<file path="config.mk">
export PLATFORM = sky130hd
export DESIGN_NAME = fetch
export DESIGN_NICKNAME = d
export VERILOG_FILES = /design/src/rtl/fetch_pkg.sv /design/src/rtl/fetch_predict.sv /design/src/rtl/fetch.sv
export SDC_FILE = /design/constraint.sdc
export NUM_CORES = 1
export LEC_CHECK = 0
export CORE_MARGIN = 10
export CORE_UTILIZATION = 25
export DETAILED_ROUTE_END_ITERATION = 12
export MAX_ROUTING_LAYER = met4
export SETUP_SLACK_MARGIN = 0.05
export SKIP_CTS_REPAIR_TIMING = 1
export SLEW_MARGIN = 10
export SYNTH_ARGS = -nofsm -noshare
export SYNTH_HDL_FRONTEND = slang
export SYNTH_SLANG_ARGS = --single-unit
</file>
<file path="constraint.sdc">
create_clock -name i_clk -period 2.3 [get_ports i_clk]
set_clock_uncertainty 0.2 [all_clocks]
set_input_delay 0.46 -clock i_clk [delete_from_list [all_inputs] [get_ports i_clk]]
set_output_delay 0.46 -clock i_clk [all_outputs]
set_load 0.01 [all_outputs]
</file>
<file path="src/rtl/fetch_pkg.sv">
// fetch_pkg: shared config for fetch and decode (instruction width, opcodes, fetch states)
package fetch_pkg;
    localparam int FETCH_I_SIZE = 32;
    localparam logic [6:0] OPC_JMP = 7'h0e;
    localparam logic [6:0] OPC_JAL = 7'h0f;
    localparam logic [6:0] OPC_IRT = 7'h1e;
    typedef enum logic {REQ = 1'b0, HOLD = 1'b1} state_t;
endpackage

</file>
<file path="src/rtl/fetch_predict.sv">
// fetch_predict: static jump prediction, unconditional JMP and JAL taken, everything else falls through
module fetch_predict import fetch_pkg::*; (
    input  logic [6:0]  opcode,
    input  logic [3:0]  cond,
    input  logic [15:0] target,
    input  logic [15:0] pc,
    output logic        pred,
    output logic [15:0] next_pc
);
    // IRT falls through here; execute redirects it with a flush
    always_comb begin
        pred = (opcode == OPC_JMP && cond == 4'd0) || opcode == OPC_JAL;
        next_pc = pred ? target : pc + 16'd1;
    end
endmodule

</file>
<file path="src/rtl/fetch.sv">
// fetch: instruction fetch stage, one word per memory request, handed to decode via submit/ready
module fetch import fetch_pkg::*; #(
    parameter logic [15:0] RESET_PC = 16'h0000,
    parameter int          I_SIZE   = FETCH_I_SIZE
) (
    input  logic              i_clk,
    input  logic              i_rst_n,
    output logic              o_mem_req,
    output logic [15:0]       o_mem_addr,
    input  logic              i_mem_ack,
    input  logic [I_SIZE-1:0] i_mem_data,
    input  logic              i_next_ready,
    output logic              o_submit,
    output logic [15:0]       o_instr_l,
    output logic [I_SIZE-17:0] o_imm_pass,
    output logic              o_jmp_pred_pass,
    input  logic              i_flush,
    input  logic [15:0]       i_flush_pc
);
    state_t state, state_n;
    logic [15:0] pc;
    logic discard;
    logic [I_SIZE-1:0] word_q;
    logic take, fire, pend, p_pred;
    logic [15:0] p_next;
    fetch_predict u_predict (
        .opcode  (word_q[6:0]),
        .cond    (word_q[10:7]),
        .target  (word_q[31:16]),
        .pc      (pc),
        .pred    (p_pred),
        .next_pc (p_next)
    );
    always_comb begin
        pend = o_mem_req && !i_mem_ack;
        take = !i_flush && state == REQ && o_mem_req && i_mem_ack && !discard;
        fire = !i_flush && state == HOLD && i_next_ready;
        state_n = i_flush ? REQ : take ? HOLD : fire ? REQ : state;
    end
    always_ff @(posedge i_clk or negedge i_rst_n)
        if (!i_rst_n) state <= REQ;
        else          state <= state_n;
    // o_mem_addr diverges from pc only while a pre-flush request is being drained
    always_ff @(posedge i_clk or negedge i_rst_n) begin
        if (!i_rst_n) begin
            pc <= RESET_PC;
            o_mem_addr <= RESET_PC;
            o_mem_req <= 1'b0;
            discard <= 1'b0;
            word_q <= '0;
            o_submit <= 1'b0;
            o_instr_l <= '0;
            o_imm_pass <= '0;
            o_jmp_pred_pass <= 1'b0;
        end else begin
            o_submit <= fire;
            if (i_flush) begin
                pc <= i_flush_pc;
                o_mem_req <= 1'b1;
                discard <= pend;
                if (!pend) o_mem_addr <= i_flush_pc;
            end else if (state == REQ) begin
                o_mem_req <= !take;
                if (o_mem_req && i_mem_ack && discard) begin
                    discard <= 1'b0;
                    o_mem_addr <= pc;
                end
                if (take) word_q <= i_mem_data;
            end else if (i_next_ready) begin
                o_instr_l <= word_q[15:0];
                o_imm_pass <= word_q[I_SIZE-1:16];
                o_jmp_pred_pass <= p_pred;
                pc <= p_next;
                o_mem_addr <= p_next;
                o_mem_req <= 1'b1;
            end
        end
    end
endmodule
</file>
==> flow_summary.json <==
{
  "clkSlewWorstSetupHoldPaths_ns": 0.07,
  "tritoncts": "yes",
  "via_per_inst": 4.75,
  "clock_latency_ns": 0.36,
  "num-fill-cells": 1887,
  "wirelength_mm": 15.2,
  "fp-row-count": 50,
  "drive_gt1_share_pct": 16.0,
  "multiInputGateArea_sq_um": 2020,
  "outcome": "finished, final reports clean",
  "cts_made_buffers": 9,
  "leakagePower_nw": 2.77,
  "setup_viol": 0,
  "final_cell_mix": "nand2_1 (114), clkdlybuf4s50_1 (102), dfrtp_1 (101)",
  "async_flop_share_pct": 100,
  "peakVddDrop_mv": 0.433,
  "grt_pass1_vias": 4237,
  "drt_first_pass_iters": 5,
  "via_count": 3863,
  "syn_nets": 511,
  "drt_iter0_markers": 295,
  "syn_area_sq_um": 4720,
  "die_w_microns": 157,
  "grt-ovfl-total": 0,
  "cp_max_fo": 9,
  "die-area_sq_um": 24800,
  "antenna_cells": 0,
  "drc": 0,
  "worst_slew_pin_slew_ns": 0.644,
  "cp_data_arrival_time_ns": 2.19,
  "hold_viol_final": 0,
  "cap_violations": 0,
  "clockRootBuffer": "clkbuf_16",
  "timing.fmax_mhz": 472,
  "max_slew_margin_pct": 56.9,
  "synth_ff_type": "dfrtp_1",
  "grt_use_total_pct": 13.1,
  "clock_sinks": 101,
  "layout_commonest_cell": "nand2_1",
  "dp.cells": 797,
  "yosys_warnings": 0,
  "die_h_microns": 157,
  "fin_cells": 814,
  "antenna_found_initial": 0,
  "place_area_sq_um": 6180,
  "finalCriticalPeriod_ns": 2.12,
  "wl_per_cell_microns": 18.6,
  "fin_tns_setup_ns": 0,
  "h-tree-depth": 3,
  "critPathLaunchType": "input port",
  "post_synth_inst_count": 457,
  "port_buffers": 103,
  "synth_seq_cells": 101,
  "synth_edf_count": 0,
  "synth.distinct_cells": 54,
  "ios": 104,
  "crit_type": "in2reg",
  "grt_pass1_wl_mm": 24.5,
  "syn_to_final_growth_pct": 37.6,
  "end_kind": "flop",
  "final_nets": 629,
  "ys_seq_area_share_pct": 53.6,
  "regArea_sq_um": 2530,
  "grt_max_degree": 44,
  "avgSynthCellArea_sq_um": 10.3,
  "worst_ep_required_time_ns": 2.37,
  "gp_congestion": 0.882,
  "hold_class": "reg2reg",
  "power_density_nw_per_um2": 967,
  "stdcell_area_sq_um": 6490,
  "core-area_sq_um": 18600,
  "drt.antenna.violating_nets": 0,
  "slew_viol_final": 0,
  "rsz0062_at_grt": "false",
  "initial_utilization_pct": 25.3,
  "clock_path_buffers": 2,
  "p_total_mw": 6.28,
  "dp_hpwl_mm": 11.1,
  "fin_crit_sh_pct": 92.0
}
-- layer usage --
layer | up-vias | wire length [microns] | track usage, %
met4 | 0 | 241 | 4.05
li1 | 1835 | - | -
met1 | 1892 | 6830 | 15.9
met2 | 118 | 7110 | 20.3
met5 | - | 0 | -
met3 | 18 | 982 | 4.12
-- area by class of cell --
class	count	area share [%]
clock buffer	10	3.68
sequential	101	38.9
timing repair buffer	134	20.4
inverter	5	0.289
multi-input combinational	324	31.2
clock inverter	6	0.964
tap	234	4.51
-- synth_stat cells (all sizes together), types with 2 or more instances --
| library cell | instances | share of area, % |
|---|---|---|
| nand2 | 115 | 9.2 |
| dfrtp | 101 | 54 |
| mux2 | 32 | 7.6 |
| nor2 | 27 | 2.2 |
| o21ai | 20 | 2.1 |
| buf | 18 | 2.5 |
| a21oi | 16 | 1.7 |
| a221oi | 11 | 2.5 |
| xnor2 | 10 | 1.9 |
| clkbuf | 9 | 0.72 |
| nor3 | 8 | 0.85 |
| a22oi | 7 | 1.1 |
| mux2i | 7 | 1.5 |
| nand2b | 6 | 0.80 |
| nand3 | 6 | 0.64 |
| a21o | 5 | 0.80 |
| inv | 5 | 0.40 |
| nor3b | 5 | 0.80 |
| o21a | 5 | 0.80 |
| nand4 | 4 | 0.85 |
| a31oi | 3 | 0.40 |
| nor4 | 3 | 0.80 |
| o221ai | 3 | 0.56 |
| xor2 | 3 | 0.56 |
| a211oi | 2 | 0.32 |
| a2bb2oi | 2 | 0.37 |
| and2 | 2 | 0.27 |
| o2111ai | 2 | 0.37 |
| o22ai | 2 | 0.27 |
| o31ai | 2 | 0.32 |
| or3 | 2 | 0.27 |
-- kinds of logic (layout without fill, tap and decap cells) --
logic type	after synthesis	count (layout)	synth area share, %
DFF	101	101	53.6
buffers and inverters	32	155	3.66
xor gates and xnor gates	13	13	2.41
adders and majority gates	1	1	0.265
AOI/OAI and AO/OA	89	89	13.4
muxes	39	39	9.13
and+or+nand+nor	182	182	17.5
-- power by group --
group	switching (mW)	total [mW]	internal [mW]
Combinational	0.837	1.93	1.10
Clock	0.702	1.57	0.872
Sequential	0.443	2.77	2.33
Total	1.98	6.28	4.29
-- final timing paths --
check / slack (ns) / end / cells past startpoint / from
worst max register to register: 0.23 / pc[15] / 5 / pc[2]
worst min-delay path: 0.27 / o_instr_l[13] / 2 / word_q[13]
worst max-delay path: 0.18 / o_mem_addr[10] / 8 / i_flush
min in group asynchronous: 0.39 / o_mem_addr[0] / 2 / i_rst_n
worst min register to register: 0.27 / o_instr_l[13] / 2 / word_q[13]
max in group asynchronous: 0.94 / o_imm_pass[9] / 3 / i_rst_n
-- state kept, by name, summed over array words and instances (netlist names) --
signal,flops
discard,1
o_imm_pass,16
o_instr_l,16
o_jmp_pred_pass,1
o_mem_addr,16
o_mem_req,1
o_submit,1
pc,16
state,1
word_q,32
-- worst max-delay path, cell delays in order --
cell,delay [ns]
clkdlybuf4s50_1,0.48
nor2b_1,0.24
nand2_2,0.09
inv_2,0.10
a211o_1,0.35
buf_4,0.24
nor2_1,0.05
o21ai_0,0.17
-- through the flow --
stage	util, %	hold WS [ns]	setup slack, ns
finish	34.8	0.273	0.183
global route	34.8	0.299	0.0501
CTS	34.8	-0.165	0.188
detailed placement	33.1	0.224	-0.175
global placement	33.1	0.229	-0.111
floorplan	-	-0.0356	0.421
Note: power is estimated with default switching activity, not from simulation.
